[src/rtl/elink_trig_tx.sv]
// Triplicated trigger e-link transmitter: a word FIFO feeds three isolated
// 14-bit framing shift registers that are serialized MSB-first.

module elink_trig_lane #(
   parameter logic [11:0] IDLE_WORD  = 12'h000,
   parameter logic [11:0] INJECT_XOR = 12'hFFF
) (
   input  logic        clk,
   input  logic        rst_n,
   input  logic        load,
   input  logic        data_sel,
   input  logic [11:0] word,
   input  logic        inject,
   output logic        lane
);
   logic [13:0] sr;
   logic [1:0]  hdr;
   logic [11:0] payload;

   // Each lane builds its own frame so an upset in one lane cannot reach another.
   always_comb begin
      hdr     = data_sel ? 2'b10 : 2'b01;
      payload = data_sel ? word : IDLE_WORD;
      if (inject) payload = payload ^ INJECT_XOR;
   end

   always_ff @(posedge clk or negedge rst_n) begin
      if (!rst_n)    sr <= '0;
      else if (load) sr <= {hdr, payload};
      else           sr <= {sr[12:0], 1'b0};
   end

   assign lane = sr[13];
endmodule

module elink_trig_tx #(
   parameter int          DEPTH      = 4,
   parameter logic [11:0] IDLE_WORD  = 12'h000,
   parameter logic [11:0] INJECT_XOR = 12'hFFF
) (
   input  logic        clk,
   input  logic        rst_n,
   input  logic [11:0] din,
   input  logic        din_valid,
   output logic        din_ready,
   input  logic [2:0]  inject,
   output logic        elink1,
   output logic        elink2,
   output logic        elink3,
   output logic        frame_start,
   output logic [15:0] frames_sent
);
   localparam int             AW       = $clog2(DEPTH);
   localparam logic [AW:0]    OCC_FULL = (AW+1)'(DEPTH);
   localparam logic [3:0]     LAST_BIT = 4'd13;

   logic [DEPTH-1:0][11:0] mem;
   logic [AW-1:0]          wr_ptr, rd_ptr;
   logic [AW:0]            occ;
   logic [3:0]             cnt;
   logic [15:0]            frames_cnt;
   logic                   load, full, empty, push, pop;
   logic [2:0]             lanes;

   assign load      = (cnt == 4'd0);
   assign full      = (occ == OCC_FULL);
   assign empty     = (occ == '0);
   assign din_ready = !full;
   assign push      = din_valid && !full;
   assign pop       = load && !empty;

   always_ff @(posedge clk) begin
      if (push) mem[wr_ptr] <= din;
   end

   always_ff @(posedge clk or negedge rst_n) begin
      if (!rst_n) begin
         wr_ptr <= '0;
         rd_ptr <= '0;
         occ    <= '0;
      end else begin
         if (push) wr_ptr <= wr_ptr + AW'(1);
         if (pop)  rd_ptr <= rd_ptr + AW'(1);
         case ({push, pop})
            2'b10:   occ <= occ + (AW+1)'(1);
            2'b01:   occ <= occ - (AW+1)'(1);
            default: occ <= occ;
         endcase
      end
   end

   // Free-running bit counter; the frame boundary never waits for data.
   always_ff @(posedge clk or negedge rst_n) begin
      if (!rst_n) begin
         cnt         <= '0;
         frame_start <= 1'b0;
         frames_cnt  <= '0;
      end else begin
         cnt         <= (cnt == LAST_BIT) ? 4'd0 : cnt + 4'd1;
         frame_start <= load;
         if (pop) frames_cnt <= frames_cnt + 16'd1;
      end
   end

   assign frames_sent = frames_cnt;

   for (genvar g = 0; g < 3; g++) begin : g_lane
      elink_trig_lane #(
         .IDLE_WORD  (IDLE_WORD),
         .INJECT_XOR (INJECT_XOR)
      ) u_lane (
         .clk      (clk),
         .rst_n    (rst_n),
         .load     (load),
         .data_sel (!empty),
         .word     (mem[rd_ptr]),
         .inject   (inject[g]),
         .lane     (lanes[g])
      );
   end

   assign elink1 = lanes[0];
   assign elink2 = lanes[1];
   assign elink3 = lanes[2];
endmodule
[config.mk]
export PLATFORM = sky130hd
export DESIGN_NAME = elink_trig_tx
export DESIGN_NICKNAME = d
export VERILOG_FILES = /design/src/rtl/elink_trig_tx.sv
export SDC_FILE = /design/constraint.sdc
export NUM_CORES = 1
export LEC_CHECK = 0
export BUFFER_PORTS_ARGS = -buffer_cell sky130_fd_sc_hd__buf_4
export CAP_MARGIN = 0
export CORE_ASPECT_RATIO = 1.75
export CORE_MARGIN = 8
export CORE_UTILIZATION = 43
export DETAILED_ROUTE_END_ITERATION = 6
export PLACE_DENSITY_LB_ADDON = 0.25
export SLEW_MARGIN = 25
export SYNTH_ARGS = -nofsm -noshare
export SYNTH_HDL_FRONTEND = slang
export SYNTH_SLANG_ARGS = --single-unit
[constraint.sdc]
create_clock -name clk -period 4.5 [get_ports clk]
set_clock_uncertainty 0.2 [all_clocks]
set_input_delay 0.225 -clock clk [delete_from_list [all_inputs] [get_ports clk]]
set_output_delay 0.225 -clock clk [all_outputs]
set_load 0.03 [all_outputs]
======== After elaboration in Yosys (flattened, before gate mapping) ========
Index checks and enable logic that the tools add are counted.
word-level totals
  logic and storage cells ................. 50
  output and inout bits ................... 21
  flip-flop bits (word level) ............. 118
operators by class
  add/sub/neg operators ................... 6
  mux-type cells .......................... 15
  eq/ne operators ......................... 4
  $lt $le $gt $ge ......................... 3
  bitwise logic cells ..................... 1
  reductions and logical operators ........ 8
operator list
  kind                                                                                  count
  12-bit 2-to-1 mux                                                                     6
  48-bit bitwise mux                                                                    1
  14-bit 2-to-1 mux                                                                     3
  12-bit binary-select mux with 2-bit select                                            1
  12-bit demux with 2-bit select                                                        1
  16-bit by 1-bit adder with 16-bit output (second input constant)                      1
  12-bit inverter                                                                       1
  2-bit by 3-bit less-than comparator with 1-bit output (second input constant)         2
  3-bit one-hot mux with 2 select lines                                                 1
  2-bit by 1-bit adder with 2-bit output (second input constant)                        2
  4-bit by 1-bit adder with 4-bit output (second input constant)                        1
  4-bit equality test (second input constant)                                           1
  4-bit logical NOT                                                                     1
  4-bit 2-to-1 mux                                                                      1
  3-bit by 1-bit adder with 3-bit output (second input constant)                        1
  3-bit equality test (second input constant)                                           1
  1-bit logical AND                                                                     3
  3-bit logical NOT                                                                     1
  3-bit by 1-bit subtractor with 3-bit output (second input constant)                   1
  2-bit by 1-bit equality test with 1-bit output (second input constant)                1
  2-bit equality test (second input constant)                                           1
  2-bit by 1-bit greater-or-equal comparator with 1-bit output (second input constant)  1
  1-bit logical NOT                                                                     2
  2-bit 2-to-1 mux                                                                      1
  2-bit nonzero test                                                                    1

======== Logic depth before layout (Yosys ltp) ========
  depth in word-level cells ............... 6
  gate-level depth with buffers ........... 10
  depth with buffers taken out ............ 10

======== By module ========
A second synthesis with hierarchy kept.
second synthesis, totals
  cell total of the unflattened synthesis .. 396
  area total of the unflattened synthesis .. 5323.9 um^2
by module, submodules not included
  module           instances  area each (um^2)  sequential area each (um^2)  cells each
  elink_trig_tx    1          3041.7            2142.1                       177
  elink_trig_lane  3          760.7             350.3                        73

======== Worst setup path after synthesis ========
No wires, ideal clock.
  kind .................................... register to register
  start point ............................. register cnt[0]
  end point ............................... register occ[2]
  path slack .............................. 1.916 ns
  cell stages (with the launch flop) ...... 10
  arrival ................................. 2.304 ns
  period minus slack after synthesis ...... 2.584 ns
  buffers on the path ..................... 1
  setup time .............................. 0.079 ns
  cells stage by stage .................... dfrtp_1 -> or4_4 -> buf_6 -> nor2_4 -> ha_1 -> inv_1 -> fa_1 -> xor2_1 -> nor2_1 -> xor2_1
on the way
  cells in the longest elaborated chain, start to end .. 4
  elaborated cells on any way between the ends .. 6
  those cells by class .................... 2 x eq/ne; 1 x mux; 3 x reduce/logical
RTL lines
  element                                                                                RTL line  RTL
  start, declared                                                                        60        logic [3:0] cnt;
  start signal, assigned                                                                 99        cnt <= (cnt == LAST_BIT) ? 4'd0 : cnt + 4'd1;
  4-bit logical NOT *                                                                    65        assign load = (cnt == 4'd0);
  1-bit logical AND *                                                                    70        assign pop = load && !empty;
  via pop                                                                                62        logic load, full, empty, push, pop;
  2-bit by 1-bit equality test with 1-bit output or 2-bit equality test (tied branches)  84        case ({push, pop})
  3-bit one-hot mux with 2 select lines or 2-bit nonzero test (tied branches)            --
  end signal, assigned                                                                   85        2'b10: occ <= occ + (AW+1)'(1);
  end signal, assigned                                                                   86        2'b01: occ <= occ - (AW+1)'(1);
  end, declared                                                                          59        logic [AW:0] occ;
The timed path passes the listed nets; every way through them passes the cells marked *.
A chain may end at the register's enable or synchronous reset.

======== Worst setup path in the final report ========
Same ends and word-level chain as after synthesis.

==> results by group <==
Outcome
  • Status: finished, final reports clean

Worst setup path
  • Crit end category: flip-flop
  • Cell breakdown of the critical path: or4_4 -> nor2_4 -> ha_1 -> inv_1 -> fa_1 -> xor2_1 -> nor2_1 -> xor2_1
  • Buf/Inv on CP: 1
  • Reg2Reg Launch Point: cnt[0]
  • Max stage delay cell, worst path: or4_4
  • Startpoint Class: flip-flop
  • Critical Path AT: 3.16 ns
  • CP top delay family: simple AND/OR/NAND/NOR gates
  • CP startpoint: cnt[0]
  • Kind of critical path: reg2reg
  • CP max FO: 76
  • Cell mode on critical path: xor2_1
  • Crit path largest cell delay: 0.87 ns
  • WP data required: 4.63 ns

Logic synthesis
  • Post-synth top area share: 35.9%
  • Largest family of logic cells by synthesized area: XOR/XNOR gates
  • EDFF count, synth: 48
  • Most common flop cell mapped by yosys: dfrtp_1
  • Mapped Cells: 361
  • Register area share after synthesis: 65.5%
  • Simple-gate share of the synthesized area: 9.32%
  • Ys async rst share: 59.3%
  • Synthesized-area fraction occupied by xor and xnor cells: 10.2%
  • Yosys Warn Count: 0
  • FF+latch count, synth: 118
  • Synthesized cell area: 4870 um^2
  • Post-Synth Adder-Cell Area: 1.95%
  • Cell taking the most area after synthesis: dfrtp_1
  • Synth Area in Compound Gates: 4.16%
  • Ranking of synthesized cells by area: dfrtp_1 36%, edfxtp_1 30%, xor2_1 8.3%
  • Mapped Nets: 386
  • Distinct cells, synth: 33
  • Synthesized area per cell: 13.5 um^2
  • Proportion of synthesized area in mux cells: 6.68%

Detailed routing
  • DRT iter0 DRCs: 195
  • Pre-antenna DRT Iters: 4
  • Vias: 2789
  • Routed WL per cell: 15.4 um
  • DRT Wirelength: 8.64 mm
  • Drt drc: 0
  • Vias/cell: 4.98
  • Number of nets still failing antenna checks after routing: 0

Power
  • Seq pwr share: 40.9%
  • Switching power share of the total: 28.7%
  • Sw power: 0.00107 W
  • Internal cell power: 0.00265 W
  • Total power: 0.00372 W
  • Comb pwr share: 22.0%
  • Peak VDD IR: 0.402 mV
  • Clock share of power: 37.1%
  • Static Leak: 2.60 nW
  • Power Density: 621 nW/um^2

Job
  • Maxcap violations: 0

Global routing
  • Vias in the first global route: 3083
  • GRT Resource Usage Total: 12.9%
  • Congestion Overflow GR: 0
  • Antenna violations before repair: 0
  • First-pass GRT wire length: 14.8 mm
  • Pin count of the biggest net entering global routing: 77

Layout
  • Layout cells sized above 1: 21.0%
  • Area grow syn2layout: 23.0%
  • Ant. Diodes: 0
  • Layout Utilization: 54.0%
  • Commonest non-fill, non-tap cells in the layout: 70 x dfrtp_1, 57 x nand2_1, 48 x edfxtp_1
  • Nets: 440
  • Commonest non-fill, non-tap cell in the layout: dfrtp_1

Die
  • # rows: 51
  • Core Area: 11100 um^2
  • Die height: 157 um
  • Die span in x: 96.5 um
  • DIE AREA: 15100 um^2
  • Top Ports: 39
  • Initial Utilization: 43.9%

Clock network
  • # H-tree levels: 4
  • Clock root buffer: clkbuf_16
  • Post CTS Setup Buffer Count: 0
  • Latest clock arrival within the worst-skew pair: 0.40 ns
  • TritonCTS clock tree: yes
  • Clk buf depth: 2
  • TritonCTS Buffers: 17
  • Clock Pin Slew Worst Setup and Hold Paths: 0.05 ns
  • Clock sink total: 118

Timing
  • Fin crit period: 3.03 ns
  • Ratio of final minimum period to clock period: 67.4%
  • Maximum clock frequency: 330 MHz
  • Final hold vios: 0
  • Final setup viols: 0
  • Final TNS setup: 0 ns
  • RSZ-0062 raised after global routing: no
  • Max-slew violations: 0
  • Slew Limit Headroom: 42.4%
  • Worst Max-Slew Pin Slew: 0.864 ns

Hold path
  • Min-delay src: din_valid
  • Worst hold-check path type: in2reg

Place
  • DP Wirelength: 5.73 mm
  • IO buf count: 38
  • GPL Wtd Cong: 0.716
[routing by layer]
layer	vias to the layer above	wire [um]	track usage, %	part of all wire (%)
met5	-	0	0	0
met4	0	125	5.22	1.4
met3	12	341	3.79	3.9
met2	47	4830	23.2	56
met1	1389	3340	13.4	39
li1	1341	-	-	-
[area by class of cell]
type / count / area (um^2)
clock inverters: 15 / 186
fillers: 962 / 5110
inverters: 9 / 33.8
flip-flops and latches: 118 / 3190
multi-input cells: 218 / 1580
repair buffers: 51 / 415
clock buffers: 17 / 425
well taps: 132 / 165
[worst min-delay path, cell delays in order]
cell	delay, ns
buf_4	0.10
and2_1	0.18
xnor2_1	0.08
[cell usage after synthesis, types with 2 or more instances]
cell and number:
mux4_2 12, nor3_1 3, ha_1 6, edfxtp_1 48, inv_1 8, a21o_1 3, nor4_2 2, clkbuf_1 9
o21ai_0 35, mux2_2 3, dfrtp_1 70, xor2_1 46, xnor2_1 11, nand3_1 3, buf_2 2, nand2_1 57
and3_1 7, nor2_1 15, nand4_1 4, buf_1 4
[state kept, by name, summed over array words and instances (netlist names)]
name	count
occ	3
frames_sent	16
mem	48
cnt	4
rd_ptr	2
frame_start	1
g_lane.u_lane.sr	42
wr_ptr	2
[timing repair]
item	4_1_cts	5_1_grt
gates resized for setup	0	0
endpoints found under the hold margin	118	0
hold buffers	13	0
[through the flow]
| stage | setup slack, ns | instances | hold WS [ns] | cell area [um^2] |
|---|---|---|---|---|
| after floorplan | 1.92 | 361 | -0.271 | 4870 |
| after global placement | 1.57 | 515 | 0.184 | 5250 |
| after detailed placement | 1.48 | 515 | 0.198 | 5250 |
| after CTS | 1.46 | 560 | 0.00584 | 6000 |
| after global routing | 1.27 | 560 | 0.0416 | 6000 |
| final | 1.47 | 560 | 0.0152 | 6000 |
[power by group through the flow]
stage / Sequential, W / Combinational, W / Clock (W)
detailed placement: 0.00155 / 0.000826 / 0
global placement: 0.00154 / 0.000805 / 0
global route: 0.00156 / 0.000919 / 0.00145
CTS: 0.00153 / 0.000838 / 0.00140
finish: 0.00152 / 0.000817 / 0.00138
floorplan: 0.00152 / 0.000605 / 0
[worst paths after layout]
kind	to	slack, ns	depth (start not counted)
setup / recovery	occ[2]	1.47	8
hold / removal	wr_ptr[0]	0.02	3
setup reg to reg	occ[2]	1.47	8
hold reg to reg	g_lane[1].u_lane.sr[1]	0.25	2
max in group asynchronous	g_lane[0].u_lane.sr[1]	3.25	2
min in group asynchronous	wr_ptr[0]	0.26	2
[kinds of logic (layout without fill, tap and decap cells)]
| family | Yosys count | count (layout) |
|---|---|---|
| AOI/OAI and AO/OA | 39 | 39 |
| xor gates and xnor gates | 57 | 57 |
| adders and majority gates | 7 | 7 |
| buffers and inverters | 25 | 92 |
| DFF | 118 | 118 |
| muxes | 17 | 17 |
| and+or+nand+nor | 98 | 98 |
No activity file was read; power rests on OpenSTA's default activity.
